File: config.mk
export PLATFORM = sky130hd
export DESIGN_NAME = arb_wrr_burst
export DESIGN_NICKNAME = d
export VERILOG_FILES = /design/src/rtl/arb_wrr_burst.sv
export SDC_FILE = /design/constraint.sdc
export NUM_CORES = 1
export LEC_CHECK = 0
export ABC_AREA = 0
export CORE_UTILIZATION = 39
export CTS_CLUSTER_DIAMETER = 60
export DETAILED_ROUTE_END_ITERATION = 6
export HOLD_SLACK_MARGIN = 0.03
export PLACE_DENSITY = 0.7
export SYNTH_ARGS = -nofsm -noshare
export SYNTH_HDL_FRONTEND = slang
export SYNTH_SLANG_ARGS = --single-unit
export TNS_END_PERCENT = 100
File: constraint.sdc
create_clock -name i_clk -period 2.45 [get_ports i_clk]
set_input_delay 0.735 -clock i_clk [delete_from_list [all_inputs] [get_ports i_clk]]
set_output_delay 0.735 -clock i_clk [all_outputs]
set_load 0.02 [all_outputs]
File: src/rtl/arb_wrr_burst.sv
// Weighted round-robin arbiter with burst hold and optional watchdog.
// Optional feature macro: ARB_TIMEOUT_EN (idle-beat release after TO_CYC).
module arb_wrr_burst #(
  parameter int N      = 4,
  parameter int IW     = 2,
  parameter int WW     = 4,
  parameter int TO_CYC = 64
) (
  input  logic            i_clk,
  input  logic            i_rstn,
  input  logic [N-1:0]    i_req,
  input  logic [N*WW-1:0] i_weight,
  input  logic            i_beat,
  input  logic            i_last,
  output logic [N-1:0]    o_gnt,
  output logic [IW-1:0]   o_gnt_id,
  output logic            o_busy,
  output logic            o_timeout
);

  if (IW != $clog2(N)) begin : g_bad_iw
    $error("IW must equal clog2(N)");
  end
  if (TO_CYC < 1) begin : g_bad_to
    $error("TO_CYC must be at least 1");
  end

  typedef enum logic {
    S_IDLE,
    S_GRANT
  } state_t;

  state_t state;
  state_t state_nx;

  logic [N-1:0]   gnt_nx;
  logic [IW-1:0]  gnt_id_nx;
  logic           busy_nx;
  logic           timeout_nx;
  logic [IW-1:0]  ptr;
  logic [IW-1:0]  ptr_nx;
  logic [IW-1:0]  ptr_after;
  logic [WW-1:0]  credit;
  logic [WW-1:0]  credit_nx;

  logic [IW-1:0]  scan_base;
  logic [2*N-1:0] req_dbl;
  logic [N-1:0]   req_rot;
  logic [IW-1:0]  off;
  logic [IW:0]    win_sum;
  logic [IW-1:0]  win;
  logic           found;
  logic [WW-1:0]  win_weight;

  logic in_grant;
  logic drop;
  logic spend;
  logic done;
  logic to_hit;
  logic rel;
  logic issue;

  // Burst accounting: drop wins over a same-cycle beat
  always_comb begin
    in_grant = (state == S_GRANT);
    drop     = in_grant && ~|(i_req & o_gnt);
    spend    = in_grant && !drop && i_beat;
    done     = spend && ((credit == WW'(1)) || i_last);
  end

`ifdef ARB_TIMEOUT_EN
  localparam int TW = $clog2(TO_CYC + 1);

  logic [TW-1:0] wd;
  logic [TW-1:0] wd_nx;

  // Watchdog next value: cleared by grant issue or any beat
  always_comb begin
    to_hit = in_grant && !drop && !i_beat &&
             (wd == TW'(TO_CYC - 1));
    wd_nx  = wd;
    if (issue || (in_grant && i_beat)) begin
      wd_nx = '0;
    end else if (in_grant) begin
      wd_nx = wd + TW'(1);
    end
  end

  // Watchdog counter register
  always_ff @(posedge i_clk or negedge i_rstn) begin
    if (!i_rstn) begin
      wd <= '0;
    end else begin
      wd <= wd_nx;
    end
  end
`else
  // No watchdog: a stalled grantee keeps the grant
  always_comb begin
    to_hit = 1'b0;
  end
`endif

  // Release decision and the pointer it would leave behind
  always_comb begin
    rel = drop || done || to_hit;
    if (o_gnt_id == IW'(N - 1)) begin
      ptr_after = '0;
    end else begin
      ptr_after = o_gnt_id + IW'(1);
    end
    scan_base = in_grant ? ptr_after : ptr;
  end

  // Rotating priority scan starting at scan_base
  always_comb begin
    req_dbl = {i_req, i_req} >> scan_base;
    req_rot = req_dbl[N-1:0];
    off     = '0;
    found   = 1'b0;
    for (int i = N - 1; i >= 0; i--) begin
      if (req_rot[i]) begin
        off   = IW'(i);
        found = 1'b1;
      end
    end
    win_sum = {1'b0, scan_base} + {1'b0, off};
    if (win_sum >= (IW + 1)'(N)) begin
      win_sum = win_sum - (IW + 1)'(N);
    end
    win = win_sum[IW-1:0];
  end

  // Winner's credit, zero weight promoted to one
  always_comb begin
    win_weight = '0;
    for (int k = 0; k < N; k++) begin
      if (IW'(k) == win) begin
        win_weight = i_weight[k*WW +: WW];
      end
    end
    if (win_weight == '0) begin
      win_weight = WW'(1);
    end
    issue = found && (!in_grant || rel);
  end

  // FSM state register
  always_ff @(posedge i_clk or negedge i_rstn) begin
    if (!i_rstn) begin
      state <= S_IDLE;
    end else begin
      state <= state_nx;
    end
  end

  // FSM next-state logic
  always_comb begin
    state_nx = state;
    unique case (state)
      S_IDLE: begin
        if (found) begin
          state_nx = S_GRANT;
        end
      end
      S_GRANT: begin
        if (rel && !found) begin
          state_nx = S_IDLE;
        end
      end
      default: state_nx = S_IDLE;
    endcase
  end

  // FSM outputs: grant, pointer and credit next values
  always_comb begin
    gnt_nx     = o_gnt;
    gnt_id_nx  = o_gnt_id;
    busy_nx    = o_busy;
    ptr_nx     = ptr;
    credit_nx  = credit;
    timeout_nx = to_hit;
    if (in_grant && rel) begin
      ptr_nx    = ptr_after;
      gnt_nx    = '0;
      busy_nx   = 1'b0;
      credit_nx = '0;
    end else if (spend) begin
      if (credit != '0) begin
        credit_nx = credit - WW'(1);
      end
    end
    if (issue) begin
      for (int k = 0; k < N; k++) begin
        gnt_nx[k] = (IW'(k) == win);
      end
      gnt_id_nx = win;
      busy_nx   = 1'b1;
      credit_nx = win_weight;
    end
  end

  // Registered outputs and arbitration state
  always_ff @(posedge i_clk or negedge i_rstn) begin
    if (!i_rstn) begin
      o_gnt     <= '0;
      o_gnt_id  <= '0;
      o_busy    <= 1'b0;
      o_timeout <= 1'b0;
      ptr       <= '0;
      credit    <= '0;
    end else begin
      o_gnt     <= gnt_nx;
      o_gnt_id  <= gnt_id_nx;
      o_busy    <= busy_nx;
      o_timeout <= timeout_nx;
      ptr       <= ptr_nx;
      credit    <= credit_nx;
    end
  end

endmodule
# Word level (Yosys, flattened, before mapping)
# Index checks and enable logic that the tools add are counted.
[classes]
mux = 27
shift = 1
addsub = 4
n_reduce_logical = 22
n_eq_ne = 5
order_cmp = 1
bitwise_logic = 2
[op_table]
columns = ["cell", "count"]
rows = [
  ["4-bit 2-to-1 mux", 11],
  ["2-bit 2-to-1 mux", 7],
  ["1-bit 2-to-1 mux", 8],
  ["8-bit by 2-bit >> shifter with 4-bit output", 1],
  ["1-bit logical AND", 7],
  ["3-bit nonzero test", 2],
  ["4-bit bitwise AND", 1],
  ["2-bit equality test, first input constant", 2],
  ["4-bit by 1-bit equality test with 1-bit output, second input constant", 1],
  ["1-bit logical NOT", 4],
  ["4-bit logical NOT", 1],
  ["4-bit nonzero test", 1],
  ["4-bit OR reduction", 1],
  ["4-bit by 1-bit subtractor with 4-bit output, second input constant", 1],
  ["2-bit by 2-bit adder with 3-bit output", 1],
  ["3-bit greater-or-equal comparator, second input constant", 1],
  ["1-bit logical OR", 3],
  ["2-bit by 1-bit adder with 2-bit output, second input constant", 1],
  ["1-bit by 2-bit equality test with 1-bit output, first input constant", 1],
  ["2-bit equality test, second input constant", 1],
  ["2-bit logical NOT", 1],
  ["1-bit case mux with 2 select lines", 1],
  ["2-bit AND reduction", 1],
  ["2-bit nonzero test", 1],
  ["other kinds (2)", 2],
]
[word_totals]
output_inout_bits = 8
in_bits = 24
wordCells = 68
reg_bits = 14

# Depth between registers and ports, before layout
[depth]
word_depth = 19
ltp_mapped = 9
mapped_depth_nobuf = 9

# Worst setup path before layout
# No wires, ideal clock.
[synth_path]
path_kind = "reg2reg"
start = "register o_gnt_id[0]"
end = "register credit[0]"
path_stages_with_launch = 9
period_less_slack_ns = 2.546
path_slack_ns = -0.096
arrival_ns = 2.473
t_required_ns = 2.377
path_buffers = 0
setup_ns = 0.073
path_cell_list = "dfrtp_1 -> ha_1 -> mux2i_4 -> nand2_2 -> a32o_2 -> or2_4 -> a221o_1 -> a2111oi_2 -> a2bb2oi_2"
[synth_between]
elab_chain_cells = 19
elab_cells_between_ends = 32
cone_classes = "add/sub: 3; order compare: 1; eq/ne: 4; shift: 1; mux: 17; reduce/logical: 6"
[synth_rtl]
columns = ["element", "line_no", "source"]
rows = [
  ["start, declared", "16", "output logic [IW-1:0] o_gnt_id,"],
  ["start signal, assigned", "214", "o_gnt_id <= gnt_id_nx;"],
  ["2-bit by 1-bit adder with 2-bit output or 2-bit equality test (tied branches)", "110, 107", ""],
  ["2-bit 2-to-1 mux (*)", "107", "if (o_gnt_id == IW'(N - 1)) begin"],
  ["via ptr_after[1]", "42", "logic [IW-1:0] ptr_after;"],
  ["2-bit 2-to-1 mux (*)", "112", "scan_base = in_grant ? ptr_after : ptr;"],
  ["8-bit by 2-bit >> shifter with 4-bit output", "117", "req_dbl = {i_req, i_req} >> scan_base;"],
  ["2-bit 2-to-1 mux (4 in a row)", "122", "if (req_rot[i]) begin"],
  ["2-bit by 2-bit adder with 3-bit output", "127", "win_sum = {1'b0, scan_base} + {1'b0, off};"],
  ["3-bit greater-or-equal comparator or 2-bit by 1-bit subtractor with 2-bit output (tied branches)", "128, 129", ""],
  ["2-bit 2-to-1 mux", "128", "if (win_sum >= (IW + 1)'(N)) begin"],
  ["2-bit logical NOT", "138", "if (IW'(k) == win) begin"],
  ["4-bit 2-to-1 mux (4 in a row)", "138", ""],
  ["4-bit logical NOT", "142", "if (win_weight == '0) begin"],
  ["4-bit 2-to-1 mux", "142", ""],
  ["4-bit 2-to-1 mux", "193", "if (issue) begin"],
  ["end signal, assigned", "218", "credit <= credit_nx;"],
  ["end, declared", "43", "logic [WW-1:0] credit;"],
]
# Mark *: on every way through the listed nets, which the timed path passes. The rest lies on a longest branch.
# A chain may end at the register's enable or synchronous reset.

# Worst setup path in the final report
# Same ends and word-level chain as after synthesis.

==> results.toml <==
[timing]
worst_slew_pin_slew_ns = 0.667
setup-tns-final_ns = -0.0195
worst_hold_slack_ns = 0.494
setup_viol = 1
setup_ws_ns = -0.0195
finalCriticalPeriod_ns = 2.47
period_share_pct = 101
hold_violations = 0
finalClockSkew_ns = 0.00456
fmax_mhz = 405
finalMaxSlewViolations = 0
max-slew-margin-rel_pct = 55.4
grt_setup_unrepaired = "true"

[cts]
cts_sinks = 14
clk_latency_ns = 0.28
root_buffer = "clkbuf_4"
clock_path_buffers = 2
cts_buffers = 3
path_clk_slew_ns = 0.09
htree_levels = 1
cts_tree = "built"

[power]
clkPwrFrac_pct = 7.6
p_switching_mw = 0.956
finalPower_mw = 2.23
swShare_pct = 42.9
ir_drop_v = 0.000885
comb_power_share_pct = 72.8
power_density_nw_per_um2 = 1230
leakage_nw = 0.798
seqPwrFrac_pct = 19.6
p_int_mw = 1.27

[final_layout]
fillers = 230
seq_area_um2 = 352
multiInputGateArea_um2 = 774
area_growth_syn_to_layout_pct = 58.1
design_area_um2 = 1810
fin_cells = 232
finalNetCount = 230
antenna_cells = 0
post-route-util_pct = 65.1
layout-drive-gt1-share_pct = 30.3

[worst_setup_path]
arrival_ns = 2.68
end_kind = "flip-flop"
path_class = "reg -> reg"
rrSetupSlack_ns = -0.02
crit_fanout = 6
crit_required_ns = 2.67
critPathLaunchType = "flip-flop"

[logic_synthesis]
synthCells = 136
synthArstFlopShare_pct = 100
synth_nets = 164
syn_area_um2 = 1150
synth_ff_type = "dfrtp_1"
ys_warn_count = 0
ys_ff_latch = 14
synth_edf_count = 0
synth.yosys.seq_area_share_pct = 30.6
syn_area_per_cell_um2 = 8.43
synth_cell_types = 50

[die]
rows = 19
design.core.area_um2 = 2780
die_h_um = 56.2
io_pins = 32
start_util_pct = 41.2
die_area_um2 = 3160
die_width_um = 56.2

[placement]
dp.cells = 225
dpl.hpwl_mm = 2.71
dp_slack_ns = -0.534
dpl_cell_area_um2 = 1730
gp_congestion = 0.802
numPortBuffers = 30

[route]
via_count = 1299
wire_per_inst_um = 15.0
drc_errors = 0
routed_wl_mm = 3.49
via_per_inst = 5.60
drt_iter0_drc = 47
ant_nets = 0
drtPass1Iterations = 5

[global_route]
grt_pass1_wl_mm = 5.80
grt_pass1_vias = 1291
gr-usage-all-layers_pct = 23.1
antenna_found_initial = 0
grt_max_degree = 15
grt_overflow = 0

[flow_run]
maxCapViolCount = 0

[hold_path]
hold_class = "reg -> reg"

[run_status]
violations = "negative setup slack"
outcome = "complete, but fails checks"
==> cell usage in the layout, fill, tap and decap left out, types with 4 or more instances in the layout <==
cell             instances
o21ai_0                 10
nor2_1                   8
a31oi_1                  4
inv_1                    6
nand3_1                  7
nand2_1                 17
dlygate4sd2_1            4
buf_4                   39
nor3_1                   4
clkdlybuf4s50_1         26
dfrtp_1                 13
==> area by class of cell <==
class,instances,share of cell area (%)
well taps,31,2.14
repair buffers,69,32.5
clock buffers,4,2.00
flip-flops and latches,14,19.4
multi-input cells,108,42.7
inverters,6,1.24
==> power by group through the flow <==
stage                     Sequential, mW  Clock, mW  Combinational [mW]
after floorplan                    0.485          0               0.818
after global placement             0.435          0                1.46
after detailed placement           0.441          0                1.49
after CTS                          0.436      0.173                1.57
after global routing               0.447      0.187                1.75
final                              0.436      0.170                1.62
==> sequential cells by signal (all words and copies together) (netlist names) <==
name	cells
credit	4
o_gnt	4
o_gnt_id	2
ptr	2
in_grant	1
o_busy	1
==> worst paths after layout <==
kind | cells after the start | endpoint | start
max reg2reg | 8 | credit[0] | o_gnt_id[0]
max in group asynchronous | 1 | o_gnt_id[0] | i_rstn
max | 8 | credit[0] | o_gnt_id[0]
min reg2reg | 2 | o_busy | o_busy
min in group asynchronous | 1 | o_gnt[2] | i_rstn
min | 2 | o_busy | o_busy
==> kinds of logic (layout without fill, tap and decap cells) <==
| group | after synthesis | in the layout | share of synthesized area, % |
|---|---|---|---|
| simple gates | 54 | 54 | 23.0 |
| mux | 7 | 7 | 7.86 |
| fa+ha+maj | 4 | 4 | 4.37 |
| buf+inv | 14 | 79 | 5.79 |
| flops | 14 | 14 | 30.6 |
| other cells | 1 | 1 | 0.327 |
| compound gates | 39 | 39 | 25.8 |
| xor+xnor | 3 | 3 | 2.29 |
==> Yosys cell counts (all sizes together) (2+ instances only) <==
master	count	area (um2)
a221oi	2	17.5
a22oi	2	15.0
a31oi	4	25.0
a32oi	2	17.5
buf	4	28.8
clkbuf	4	15.0
dfrtp	14	350
ha	4	50.1
inv	6	22.5
mux2	3	37.5
mux2i	4	52.6
nand2	18	70.1
nand2b	2	12.5
nand3	7	35.0
nor2	9	33.8
nor3	4	20.0
nor4	2	12.5
o211ai	2	15.0
o21ai	11	55.1
o21bai	3	22.5
o31ai	2	15.0
or2	4	27.5
or3	2	12.5
xnor2	3	26.3
==> critical path, cell delays in order (launching register included) <==
cell       delay (ns)
dfrtp_2          0.44
ha_4             0.26
mux2i_4          0.23
nand2_2          0.09
a32o_2           0.28
or2_4            0.25
a221o_1          0.37
a2111oi_4        0.32
a2bb2oi_2        0.16
==> layer usage <==
layer	vias up	part of all wire, %	track usage [%]
li1	635	-	-
met1	628	44	28.7
met2	33	52	43.4
met3	3	2.8	2.56
met4	0	0.49	3.83
met5	-	0	0
==> repair_timing <==
action,CTS,global route
resized for setup,5,4
hold buffers,0,0
endpoints found under the setup margin,5,4
pin swaps,1,4
buffers inserted,2,1
(Power assumes the default switching activity.)
